`src/rtl/project1_top.sv`:
```
// DE10-Lite lab top: 640x480@60 Hz VGA test patterns from the 50 MHz clock,
// switches mirrored on the LEDs, and switch/frame values on the 7-segment displays.
module project1_top #(
    parameter int H_VIS  = 640,
    parameter int H_FP   = 16,
    parameter int H_SYNC = 96,
    parameter int H_BP   = 48,
    parameter int V_VIS  = 480,
    parameter int V_FP   = 10,
    parameter int V_SYNC = 2,
    parameter int V_BP   = 33
) (
    input  logic       CLOCK_50,
    input  logic [3:0] KEY,
    input  logic [9:0] SW,
    output logic [9:0] LEDR,
    output logic [6:0] HEX0,
    output logic [6:0] HEX1,
    output logic [6:0] HEX2,
    output logic [6:0] HEX3,
    output logic [6:0] HEX4,
    output logic [6:0] HEX5,
    output logic       VGA_CLK,
    output logic       VGA_HS,
    output logic       VGA_VS,
    output logic       VGA_BLANK_N,
    output logic       VGA_SYNC_N,
    output logic [7:0] VGA_R,
    output logic [7:0] VGA_G,
    output logic [7:0] VGA_B
);

    localparam logic [9:0] H_VIS_C  = 10'(H_VIS);
    localparam logic [9:0] H_SYNC_S = 10'(H_VIS + H_FP);
    localparam logic [9:0] H_SYNC_E = 10'(H_VIS + H_FP + H_SYNC - 1);
    localparam logic [9:0] H_LAST   = 10'(H_VIS + H_FP + H_SYNC + H_BP - 1);
    localparam logic [9:0] V_VIS_C  = 10'(V_VIS);
    localparam logic [9:0] V_SYNC_S = 10'(V_VIS + V_FP);
    localparam logic [9:0] V_SYNC_E = 10'(V_VIS + V_FP + V_SYNC - 1);
    localparam logic [9:0] V_LAST   = 10'(V_VIS + V_FP + V_SYNC + V_BP - 1);
    localparam logic [8:0] F_LAST   = 9'(V_VIS - 1);
    localparam logic [9:0] BAR_W    = 10'(H_VIS / 8);

    logic       w_rstN;
    logic       w_unused_keys;
    logic       r_pixEn;
    logic [9:0] r_hcnt;
    logic [9:0] r_vcnt;
    logic [8:0] r_frame;
    logic       r_hsN;
    logic       r_vsN;
    logic       r_blankN;
    logic [23:0] r_rgb;
    logic [9:0] r_led;
    logic [6:0] r_hex0, r_hex1, r_hex2, r_hex3, r_hex4, r_hex5;
    logic       w_visible;
    logic [9:0] w_barIdx;
    logic [9:0] w_barTop;
    logic [9:0] w_barEnd;
    logic [23:0] w_rgb;

    assign w_rstN        = KEY[0];
    assign w_unused_keys = &{1'b0, KEY[3:1]};

    function automatic logic [6:0] hexSeg(input logic [3:0] d);
        case (d)
            4'h0: hexSeg = 7'h40;
            4'h1: hexSeg = 7'h79;
            4'h2: hexSeg = 7'h24;
            4'h3: hexSeg = 7'h30;
            4'h4: hexSeg = 7'h19;
            4'h5: hexSeg = 7'h12;
            4'h6: hexSeg = 7'h02;
            4'h7: hexSeg = 7'h78;
            4'h8: hexSeg = 7'h00;
            4'h9: hexSeg = 7'h10;
            4'hA: hexSeg = 7'h08;
            4'hB: hexSeg = 7'h03;
            4'hC: hexSeg = 7'h46;
            4'hD: hexSeg = 7'h21;
            4'hE: hexSeg = 7'h06;
            default: hexSeg = 7'h0E;
        endcase
    endfunction

    // Counters step on every other clock; frame drives the moving bar.
    always_ff @(posedge CLOCK_50 or negedge w_rstN) begin
        if (!w_rstN) begin
            r_pixEn <= 1'b0;
            r_hcnt  <= 10'd0;
            r_vcnt  <= 10'd0;
            r_frame <= 9'd0;
        end else begin
            r_pixEn <= ~r_pixEn;
            if (r_pixEn) begin
                if (r_hcnt == H_LAST) begin
                    r_hcnt <= 10'd0;
                    if (r_vcnt == V_LAST) begin
                        r_vcnt  <= 10'd0;
                        r_frame <= (r_frame == F_LAST) ? 9'd0 : r_frame + 9'd1;
                    end else begin
                        r_vcnt <= r_vcnt + 10'd1;
                    end
                end else begin
                    r_hcnt <= r_hcnt + 10'd1;
                end
            end
        end
    end

    assign w_visible = (r_hcnt < H_VIS_C) && (r_vcnt < V_VIS_C);
    assign w_barIdx  = r_hcnt / BAR_W;
    assign w_barTop  = {1'b0, r_frame};
    assign w_barEnd  = w_barTop + 10'd16;

    always_comb begin
        w_rgb = 24'h000000;
        if (w_visible) begin
            case (SW[9:8])
                2'b00: begin
                    case (w_barIdx)
                        10'd0:   w_rgb = 24'hFFFFFF;
                        10'd1:   w_rgb = 24'hFFFF00;
                        10'd2:   w_rgb = 24'h00FFFF;
                        10'd3:   w_rgb = 24'h00FF00;
                        10'd4:   w_rgb = 24'hFF00FF;
                        10'd5:   w_rgb = 24'hFF0000;
                        10'd6:   w_rgb = 24'h0000FF;
                        default: w_rgb = 24'h000000;
                    endcase
                end
                2'b01: w_rgb = {SW[7:5], SW[7:5], SW[7:6],
                                SW[4:2], SW[4:2], SW[4:3],
                                {4{SW[1:0]}}};
                2'b10: w_rgb = (r_hcnt[5] ^ r_vcnt[5]) ? 24'h000000 : 24'hFFFFFF;
                default: w_rgb = ((r_vcnt >= w_barTop) && (r_vcnt < w_barEnd))
                                 ? 24'hFFFFFF : 24'h000040;
            endcase
        end
    end

    // Sync, blank and colour all lag the counters by exactly one pixel.
    always_ff @(posedge CLOCK_50 or negedge w_rstN) begin
        if (!w_rstN) begin
            r_hsN    <= 1'b1;
            r_vsN    <= 1'b1;
            r_blankN <= 1'b0;
            r_rgb    <= 24'h000000;
        end else if (r_pixEn) begin
            r_hsN    <= !((r_hcnt >= H_SYNC_S) && (r_hcnt <= H_SYNC_E));
            r_vsN    <= !((r_vcnt >= V_SYNC_S) && (r_vcnt <= V_SYNC_E));
            r_blankN <= w_visible;
            r_rgb    <= w_rgb;
        end
    end

    always_ff @(posedge CLOCK_50 or negedge w_rstN) begin
        if (!w_rstN) begin
            r_led  <= 10'd0;
            r_hex0 <= 7'h40;
            r_hex1 <= 7'h40;
            r_hex2 <= 7'h40;
            r_hex3 <= 7'h40;
            r_hex4 <= 7'h40;
            r_hex5 <= 7'h7F;
        end else begin
            r_led  <= SW;
            r_hex0 <= hexSeg(SW[3:0]);
            r_hex1 <= hexSeg(SW[7:4]);
            r_hex2 <= hexSeg(r_frame[3:0]);
            r_hex3 <= hexSeg(r_frame[7:4]);
            r_hex4 <= hexSeg({2'b00, SW[9:8]});
            r_hex5 <= 7'h7F;
        end
    end

    assign LEDR        = r_led;
    assign HEX0        = r_hex0;
    assign HEX1        = r_hex1;
    assign HEX2        = r_hex2;
    assign HEX3        = r_hex3;
    assign HEX4        = r_hex4;
    assign HEX5        = r_hex5;
    assign VGA_CLK     = r_pixEn;
    assign VGA_HS      = r_hsN;
    assign VGA_VS      = r_vsN;
    assign VGA_BLANK_N = r_blankN;
    assign VGA_SYNC_N  = 1'b0;
    assign VGA_R       = r_rgb[23:16];
    assign VGA_G       = r_rgb[15:8];
    assign VGA_B       = r_rgb[7:0];

endmodule

```
`config.mk`:
```
export PLATFORM = sky130hd
export DESIGN_NAME = project1_top
export DESIGN_NICKNAME = d
export VERILOG_FILES = /design/src/rtl/project1_top.sv
export SDC_FILE = /design/constraint.sdc
export NUM_CORES = 1
export LEC_CHECK = 0
export CAP_MARGIN = 20
export CORE_MARGIN = 2
export CORE_UTILIZATION = 50
export DETAILED_ROUTE_END_ITERATION = 8
export GPL_TIMING_DRIVEN = 0
export PLACE_DENSITY = 0.76
export SETUP_SLACK_MARGIN = 0.15
export SYNTH_ARGS = -nofsm -noshare
export SYNTH_HDL_FRONTEND = slang
export SYNTH_SLANG_ARGS = --single-unit
```
`constraint.sdc`:
```
create_clock -name CLOCK_50 -period 2.85 [get_ports CLOCK_50]
set_input_delay 0.4275 -clock CLOCK_50 [delete_from_list [all_inputs] [get_ports CLOCK_50]]
set_output_delay 0.4275 -clock CLOCK_50 [all_outputs]
set_load 0.05 [all_outputs]
```
== Word level (Yosys, flattened, before mapping) ==
Memories as Yosys holds them, arrays and structs flattened. A register that Yosys moved wholly into a read port is not among the register bits.
Cells that the tools add are included.

* Register bits: 74
* ROM bits: 448
* Bits of input ports: 15
* Memories: 4

{| class="wikitable"
|+ Memory list
! memory !! depth !! width !! read ports !! clocked after memory_dff !! write ports !! RTL line !! source
|-
| (no name shown) || 16 || 7 || 1 || 1 || 0 || 66 || <nowiki>case (d)</nowiki>
|-
| (no name shown) || 16 || 7 || 1 || 1 || 0 || 66 ||
|-
| (no name shown) || 16 || 7 || 1 || 1 || 0 || 66 ||
|-
| (no name shown) || 16 || 7 || 1 || 1 || 0 || 66 ||
|}

* Add/sub/neg operators: 4
* Divide/modulo/power cells: 1
* Magnitude comparators: 8
* Eq/ne operators: 12
* Muxes and demuxes: 9
* Bitwise operators: 2
* Reduce and logical (&&, ||, !) cells: 14

{| class="wikitable"
|+ Operator list
! kind !! number
|-
| one-hot mux 24 bit (7 select lines) || 1
|-
| 2-to-1 mux 24 bit || 3
|-
| one-hot mux 24 bit (3 select lines) || 1
|-
| == test 10 x 3 -> 1 bit (second input constant) || 3
|-
| one-hot mux 7 bit (4 select lines) || 1
|-
| adder 10 x 1 -> 10 bit (second input constant) || 2
|-
| == test 10 bit (second input constant) || 2
|-
| == test 10 x 2 -> 1 bit (second input constant) || 2
|-
| 2-to-1 mux 10 bit || 2
|-
| adder 9 x 5 -> 10 bit (second input constant) || 1
|-
| divider 10 x 7 -> 10 bit (second input constant) || 1
|-
| == test 10 x 1 -> 1 bit (second input constant) || 1
|-
| >= comparator 10 bit (second input constant) || 1
|-
| >= comparator 10 x 9 -> 1 bit || 1
|-
| >= comparator 10 x 9 -> 1 bit (second input constant) || 1
|-
| less-or-equal comparator 10 bit (second input constant) || 1
|-
| less-or-equal comparator 10 x 9 -> 1 bit (second input constant) || 1
|-
| logical NOT 10 bit || 1
|-
| < comparator 10 bit || 1
|-
| < comparator 10 bit (second input constant) || 1
|-
| < comparator 10 x 9 -> 1 bit (second input constant) || 1
|-
| adder 9 x 1 -> 9 bit (second input constant) || 1
|-
| == test 9 bit (second input constant) || 1
|-
| 2-to-1 mux 9 bit || 1
|-
| other kinds (9) || 18
|}

== Longest topological paths before layout ==
* Word-level depth: 6
* Mapped depth: 10

== Worst setup path after synthesis ==
OpenSTA, ideal clock, no wires.

* Kind: register to register
* Start: register r_pixEn (netlist: VGA_CLK)
* End: register r_frame[8]
* Library setup time: 125 ps
* Data arrival time: 2,370 ps
* Required time: 2,725 ps
* Path slack: 355 ps
* Stages on the path, launching flop included: 6
* Path buffers: 0
* Cell sequence: dfrtp_1 -> nand4_1 -> or4_4 -> or4_4 -> o21ai_2 -> o31ai_2

* Longest elaborated chain between the ends: 1

{| class="wikitable"
|+ RTL lines
! element !! RTL line !! source
|-
| start, declared || 46 || <nowiki>logic r_pixEn;</nowiki>
|-
| start signal, assigned || 94 || <nowiki>r_pixEn <= ~r_pixEn;</nowiki>
|-
| AND reduction 3 bit (no source line) || - ||
|-
| end signal, assigned || 100 || <nowiki>r_frame <= (r_frame == F_LAST) ? 9'd0 : r_frame + 9'd1;</nowiki>
|-
| end, declared || 49 || <nowiki>logic [8:0] r_frame;</nowiki>
|}

No other way between the ends.
A chain may end at the register's enable or synchronous reset.

== Worst setup path in the final report ==
* Start: register r_frame[5]
* End: register r_rgb[4]

* Longest elaborated chain between the ends: 6
* Elaborated cells between the ends (all ways): 7
* Classes of those cells: add/sub: 1; order compare: 2; mux: 3; reduce/logical: 1

{| class="wikitable"
|+ RTL lines
! element !! RTL line !! source
|-
| adder 9 x 5 -> 10 bit || 114 || <nowiki>assign w_barEnd = w_barTop + 10'd16;</nowiki>
|-
| < comparator 10 bit || 136 || <nowiki>default: w_rgb = ((r_vcnt >= w_barTop) && (r_vcnt < w_barEnd))</nowiki>
|-
| logical AND 1 bit (*) || 136 ||
|-
| 2-to-1 mux 24 bit (*) || 137 || <nowiki>? 24'hFFFFFF : 24'h000040;</nowiki>
|-
| one-hot mux 24 bit (3 select lines) (*) || 119 || <nowiki>case (SW[9:8])</nowiki>
|-
| 2-to-1 mux 24 bit (*) || 118 || <nowiki>if (w_visible) begin</nowiki>
|-
| end signal, assigned || 153 || <nowiki>r_rgb <= w_rgb;</nowiki>
|-
| end, declared || 53 || <nowiki>logic [23:0] r_rgb;</nowiki>
|}

Mark *: on every way between the ends. The rest lies on a longest branch, timed or not.

==> metrics <==
vias in the first global route=3602; CP startpoint kind=flop; Slew headroom=0.441; first-pass GRT wire length=~17000 um; R2R depth=8; post-synthesis cell type count=63; RSZ-0062 raised after global routing=no; largest net degree at the start of global routing=68; post-synth top area cell=dfrtp_1; fin area=~6300 um^2; DRT Pass-1 Iters=4; wire per inst=around 15 um; Async SR Flop Fraction=1.00; Setup TNS=0 ns; total CTS buffers=9; Initial Util=0.507; Area contributors post-synth=dfrtp_1 40%, ha_1 11%, o21ai_0 4.0%, buf_4 3.8%, dfstp_2 3.8%; final WL=between 10000 and 15000 um; Mapped Avg Cell Area=9.70 um^2; Cells after Synth=504; Arrival @ worst endpoint=2.95 ns; Max IR drop VDD=0.180 mV; Die Y=103 um; Iter 0 DRT Violations=175; Hold Crit Class=input pin to asynchronous set/reset pin; clock sink count=85; Synth Flop Type=dfrtp_1; CP Class=flop to flop; DIE AREA=10600 um^2; Core ar.=9640 um^2; layout overhead on the synthesized area=29.4%; share of post-route cells with drive strength above 1=0.156; Yosys reg bits=85; outcome=completed; Cell Count, Final, Fillers Out=about 760; Final Skew=0.0133 ns; Placer Congestion=0.848; Final period util=0.939; crit-path max FO=8; Filler cells=just over 800; critical path data required time=3.12 ns; placed cell areas=a little under 6000 um^2; initial antenna violation count=0; number of failing hold endpoints at the final stage=0; Final nets=675; routed via count=4058; Inst Count DP=between 700 and 800; Setup violations, final=0; clock tree buffer depth=2; # diodes=0; final core occ=0.657; Die Wd=103 um; Worst-path clk slew=roughly 0.09 ns; pwr dens=between 400 and 500 nW/um^2; Clock Latency Late Sink=0.37 ns; grt ovf=0; fin. max-slew vios=0; Leak Pwr=2.81 nW; sequential cell area fraction in the yosys report=0.437; htree depth=3; CTS tree=built; CP Capture Type=flop; IO Port Bufs=just over 80; hold slack=between 0.4 and 0.5 ns; final antenna-violating net count=0; max-cap violations=0; top cell type's share of synthesized area=0.399; Worst Tran Pin Value=0.831 ns; row count=36; Post-synth EDFFs=0; Peak Freq=0.374 GHz; crit path time final=between 2 and 3 ns; Syn Std Cell Area=4890 um^2; vias per cell=5.37; Top-Level Pins=96; DRC viols=0; root buffer cell=clkbuf_8; Total GRT Usage=0.203; Detailed Place HPWL=7840 um; Yosys warning count=0
==> power breakdown <==
part | leakage [nW] | total [W] | internal [W] | switching [W]
registers | 1.06 | 0.00126 | 0.00124 | 0.0000166
logic | 1.64 | 0.000493 | 0.000168 | 0.000325
clock network | 0.103 | 0.000849 | 0.000423 | 0.000426
total | 2.81 | 0.00260 | 0.00183 | 0.000768
==> timing repair <==
action | CTS | global route
pin swaps | 1 | 1
setup buffers | 4 | 6
gates resized for setup | 4 | 24
gates cloned | 0 | 0
hold endpoints to repair | 16 | 0
setup endpoints to repair | 8 | 8
hold buffers | 1 | 0
==> per-layer routing <==
metal,track usage,part of all wire,vias to the layer above
li1,-,-,1972
met1,0.265,0.45,1952
met2,0.337,0.47,119
met3,0.0346,0.052,15
met4,0.0850,0.020,0
met5,0,0,-
==> Yosys cell counts (all sizes together), types with 4 or more instances <==
master	instances
or4	4
nand2	38
xor2	4
inv	35
xnor2	12
o32ai	9
nand3	13
or3	4
mux2i	6
nand4	9
buf	27
o21ai	40
ha	43
a31oi	7
o31ai	8
clkbuf	21
nor3	9
dfrtp	78
nor2b	7
dfstp	7
a21oi	28
nor2	30
and3	6
==> stage by stage <==
| step | total power [W] | setup WS (ns) |
|---|---|---|
| 6_report | 0.00260 | 0.173 |
| 5_1_grt | 0.00268 | 0.0527 |
| 4_1_cts | 0.00262 | 0.158 |
| 3_5_place_dp | 0.00177 | -0.00406 |
| 3_3_place_gp | 0.00176 | -1.61 |
| 2_1_floorplan | 0.00160 | 0.355 |
==> cell usage in the layout, fill, tap and decap left out, types with 3 or more instances in the layout <==
cell type / Yosys / routed
nand3_1: 13 / 13
xor2_1: 4 / 4
clkinv_2: 0 / 4
nand2b_1: 3 / 3
clkinvlp_4: 0 / 3
o31ai_1: 7 / 7
xnor2_1: 12 / 12
clkbuf_8: 0 / 10
clkbuf_1: 21 / 18
clkdlybuf4s50_1: 0 / 82
o22ai_1: 3 / 3
nand2_1: 38 / 38
or3_1: 4 / 4
o32ai_2: 0 / 7
conb_1: 2 / 9
nor2b_1: 7 / 7
inv_1: 34 / 32
nor3_1: 9 / 8
nand3b_1: 3 / 3
o21ai_0: 39 / 39
a21oi_1: 28 / 28
and3_1: 6 / 6
or2_2: 3 / 3
o211ai_1: 3 / 3
buf_4: 25 / 36
nand4_1: 9 / 9
nor2_1: 30 / 30
ha_1: 43 / 42
dfstp_2: 7 / 7
a31oi_1: 7 / 7
mux2i_1: 6 / 6
a21o_1: 3 / 3
clkbuf_2: 0 / 4
dfrtp_1: 78 / 76
==> final timing paths <==
kind                                              from  slack, ns                    to
worst max register to register  r_frame[5]$_DFFE_PN0P_       0.17  r_rgb[4]$_DFFE_PN0P_
worst max-delay path            r_frame[5]$_DFFE_PN0P_       0.17  r_rgb[4]$_DFFE_PN0P_
max in group asynchronous                       KEY[0]       1.74     HEX0[6]$_DFF_PN1_
worst min register to register    r_rgb[6]$_DFFE_PN0P_       0.50  r_rgb[6]$_DFFE_PN0P_
min in group CLOCK_50             r_rgb[6]$_DFFE_PN0P_       0.50  r_rgb[6]$_DFFE_PN0P_
worst min-delay path                            KEY[0]       0.48     HEX2[5]$_DFF_PN0_
==> state kept, by name, indices dropped and copies added, names as in the netlist, 9 cells and up <==
signal and count:
r_vcnt 10, r_rgb 9, r_frame 9, LEDR 10, r_hcnt 10
==> critical path, stage by stage, from the launching register on <==
cell and delay (ns):
dfrtp_2 0.42, clkinvlp_4 0.20, ha_4 0.34, inv_1 0.04, ha_1 0.22, a2111oi_2 0.33, a21oi_1 0.19, o41a_4 0.53
o32ai_2 0.30
==> cell families after synthesis <==
logic type / share of synthesized area
other: 0.00154
buffers and inverters: 0.0852
XOR/XNOR: 0.0287
AO/OA/AOI/OAI: 0.158
multiplexers: 0.0261
adder cells (fa/ha/maj): 0.110
AND/OR/NAND/NOR: 0.153
flip-flops: 0.437
==> area by class of cell <==
class | instances | area [um^2] | share of cell area
Tap cell | 133 | 166 | 0.0263
Multi-Input combinational cell | 342 | 2460 | 0.389
Timing Repair Buffer | 95 | 941 | 0.149
Clock buffer | 11 | 141 | 0.0223
Buffer | 48 | 287 | 0.0453
Inverter | 36 | 146 | 0.0231
Sequential cell | 85 | 2140 | 0.338
Clock inverter | 5 | 50.0 | 0.00791
(Power assumes the default switching activity.)
==> patch, RTL diff (same flow settings) <==
Remove the register `r_hex0`: a continuous assignment takes its place, so the output `HEX0` follows one clock earlier.
--- a/src/rtl/project1_top.sv
+++ b/src/rtl/project1_top.sv
@@ -159,3 +159,2 @@
             r_led  <= 10'd0;
-            r_hex0 <= 7'h40;
             r_hex1 <= 7'h40;
@@ -167,3 +166,2 @@
             r_led  <= SW;
-            r_hex0 <= hexSeg(SW[3:0]);
             r_hex1 <= hexSeg(SW[7:4]);
@@ -175,2 +173,4 @@
     end
+
+    assign r_hex0 = hexSeg(SW[3:0]);
 
Check against the original RTL: not equivalent (Yosys sat finds a counterexample within 4 cycles, from zero or initial values).
==> patch against the original RTL <==
  * Sequential cell count is 7 lower
  * Routed wire length increased by 0.84%
  * Clock power rose by 8.4%
  * Count of clock-buffer cells in the layout is 1 lower
  * Setup slack got worse by 2.9 ps
  * Maximum frequency decreased by 0.11%
  * Via count shrank 2.0%
  * Final area down 2.6%
  * Total power down 2.0%
  * Synthesized area down 3.6%
  * Largest cell class unchanged
==> patch: results (changes against the original RTL) <==
status: "finished clean"
placed_area_um2: 5730  # -3.5%
drt_iter0_drc: 172  # -1.7%
pre_cts_ws_ps: -411  # -407 ps
yosysUniqueCellTypes: 65  # +3.2%
grt_max_degree: 54  # -21%
yosysSeqAreaShare: 0.416  # -0.0210
wl_met2_mm: 5.19  # -0.37%
place_inst: 702  # -3.6%
crit_path_max_incr_delay_ps: 420  # -110 ps
grt_pass1_vias: 3816  # +5.9%
hold-worst-slack_ps: 351  # -126 ps
avgRoutedWirePerCell_um: 15.2  # +4.1%
first_pass_iters: 5  # +1
max_slew.worst_pin.slew_ps: 652  # -179 ps
htree_levels: 3  # unchanged
gp_congestion: 0.843  # -0.64%
critical_path_arrival_ps: 2900  # -50 ps
ys_top_cells_by_area: "dfrtp_1, ha_1, o21ai_0"
antenna_found_initial: 0  # unchanged
r2r_cells: 10  # +2
clock_latency_ps: 370  # about the same
root_buffer: "clkbuf_8"
track_usage: 0.221  # +0.0171
switching_share: 0.301  # +0.00556
synthTopCellsByCount: "dfrtp_1, ha_1, o21ai_0"
crit_end: "r_rgb[14]"
hpwl_mm: 7.75  # -1.2%
wl_met1_mm: 5.02  # +0.72%
irDropWorstVdd_uv: 260  # +44%
via_per_inst: 5.44  # +1.2%
cpMaxStageDelayCell: "dfrtp_2"
vias: 3976  # -2.0%
setup_slack_ps: 170  # -2.94 ps
nNetsFinal: 673  # -0.30%
wl_met3_um: 665  # +15%
grt_first_pass_wirelength_mm: 18.2  # +7.4%
critPathLaunch: "r_frame[4]"
async_flop_share: 1.00  # unchanged
drive_gt1_frac: 0.160  # +0.00373
finalClockSkew_ps: 12.4  # -0.915 ps
synth.avg_cell_area_um2: 9.43  # -2.9%
p_leak_nw: 2.77  # -1.4%
hp-class: "input port to register"
## patch: changes by cell type in the layout (fill, tap and decap cells not counted), sizes merged, moves of 4 or more
cell,before,now
a21oi,28,32
nand2,38,42
buf,39,43
dfrtp,78,72
nor2b,7,11
clkdlybuf4s50,82,74
inv,33,29
## patch: layout make-up
class	count	area, um^2
buffer	49	289
fill	720	3030
tap	111	139
clock buffer	10	128
clock inverter	6	86.3
timing repair buffer	97	956
inverter	31	124
sequential	78	1960
multi-input combinational	349	2480
## patch: power groups by stage
| stage | sequential [mW] | clock (mW) | combinational, mW |
|---|---|---|---|
| 2_1_floorplan | 1.27 | 0 | 0.209 |
| 5_1_grt | 1.15 | 0.986 | 0.509 |
| 6_report | 1.15 | 0.920 | 0.480 |
| 3_3_place_gp | 1.17 | 0 | 0.471 |
| 3_5_place_dp | 1.17 | 0 | 0.483 |
| 4_1_cts | 1.15 | 0.936 | 0.481 |
## patch: timing repair
action / in CTS / in global routing
cloned: 0 / 0
pin swaps: 1 / 4
hold buffers: 1 / 0
gates resized for setup: 25 / 32
endpoints found under the hold margin: 20 / 0
endpoints found under the setup margin: 15 / 14
setup buffers: 0 / 12
## patch: cells by family (layout without fill, tap and decap cells)
logic type,count (synthesis),after routing,share of synthesized area
buf+inv,80,193,0.0847
compound gates,123,123,0.161
flops,78,78,0.416
simple gates,146,146,0.164
xor+xnor,17,17,0.0316
fa+ha+maj,43,43,0.114
other cells,2,9,0.00159
mux,11,11,0.0265
## patch: layer usage
layer	vias up	global-route usage
met5	-	0
met1	1871	0.303
li1	1946	-
met4	0	0.0800
met2	139	0.350
met3	20	0.0395
## patch: metrics by stage
step	TNS, ps	power, mW
after floorplan	0	1.48
after global placement	-106810	1.64
after detailed placement	-4220	1.65
after CTS	0	2.57
after global routing	0	2.65
final	0	2.55
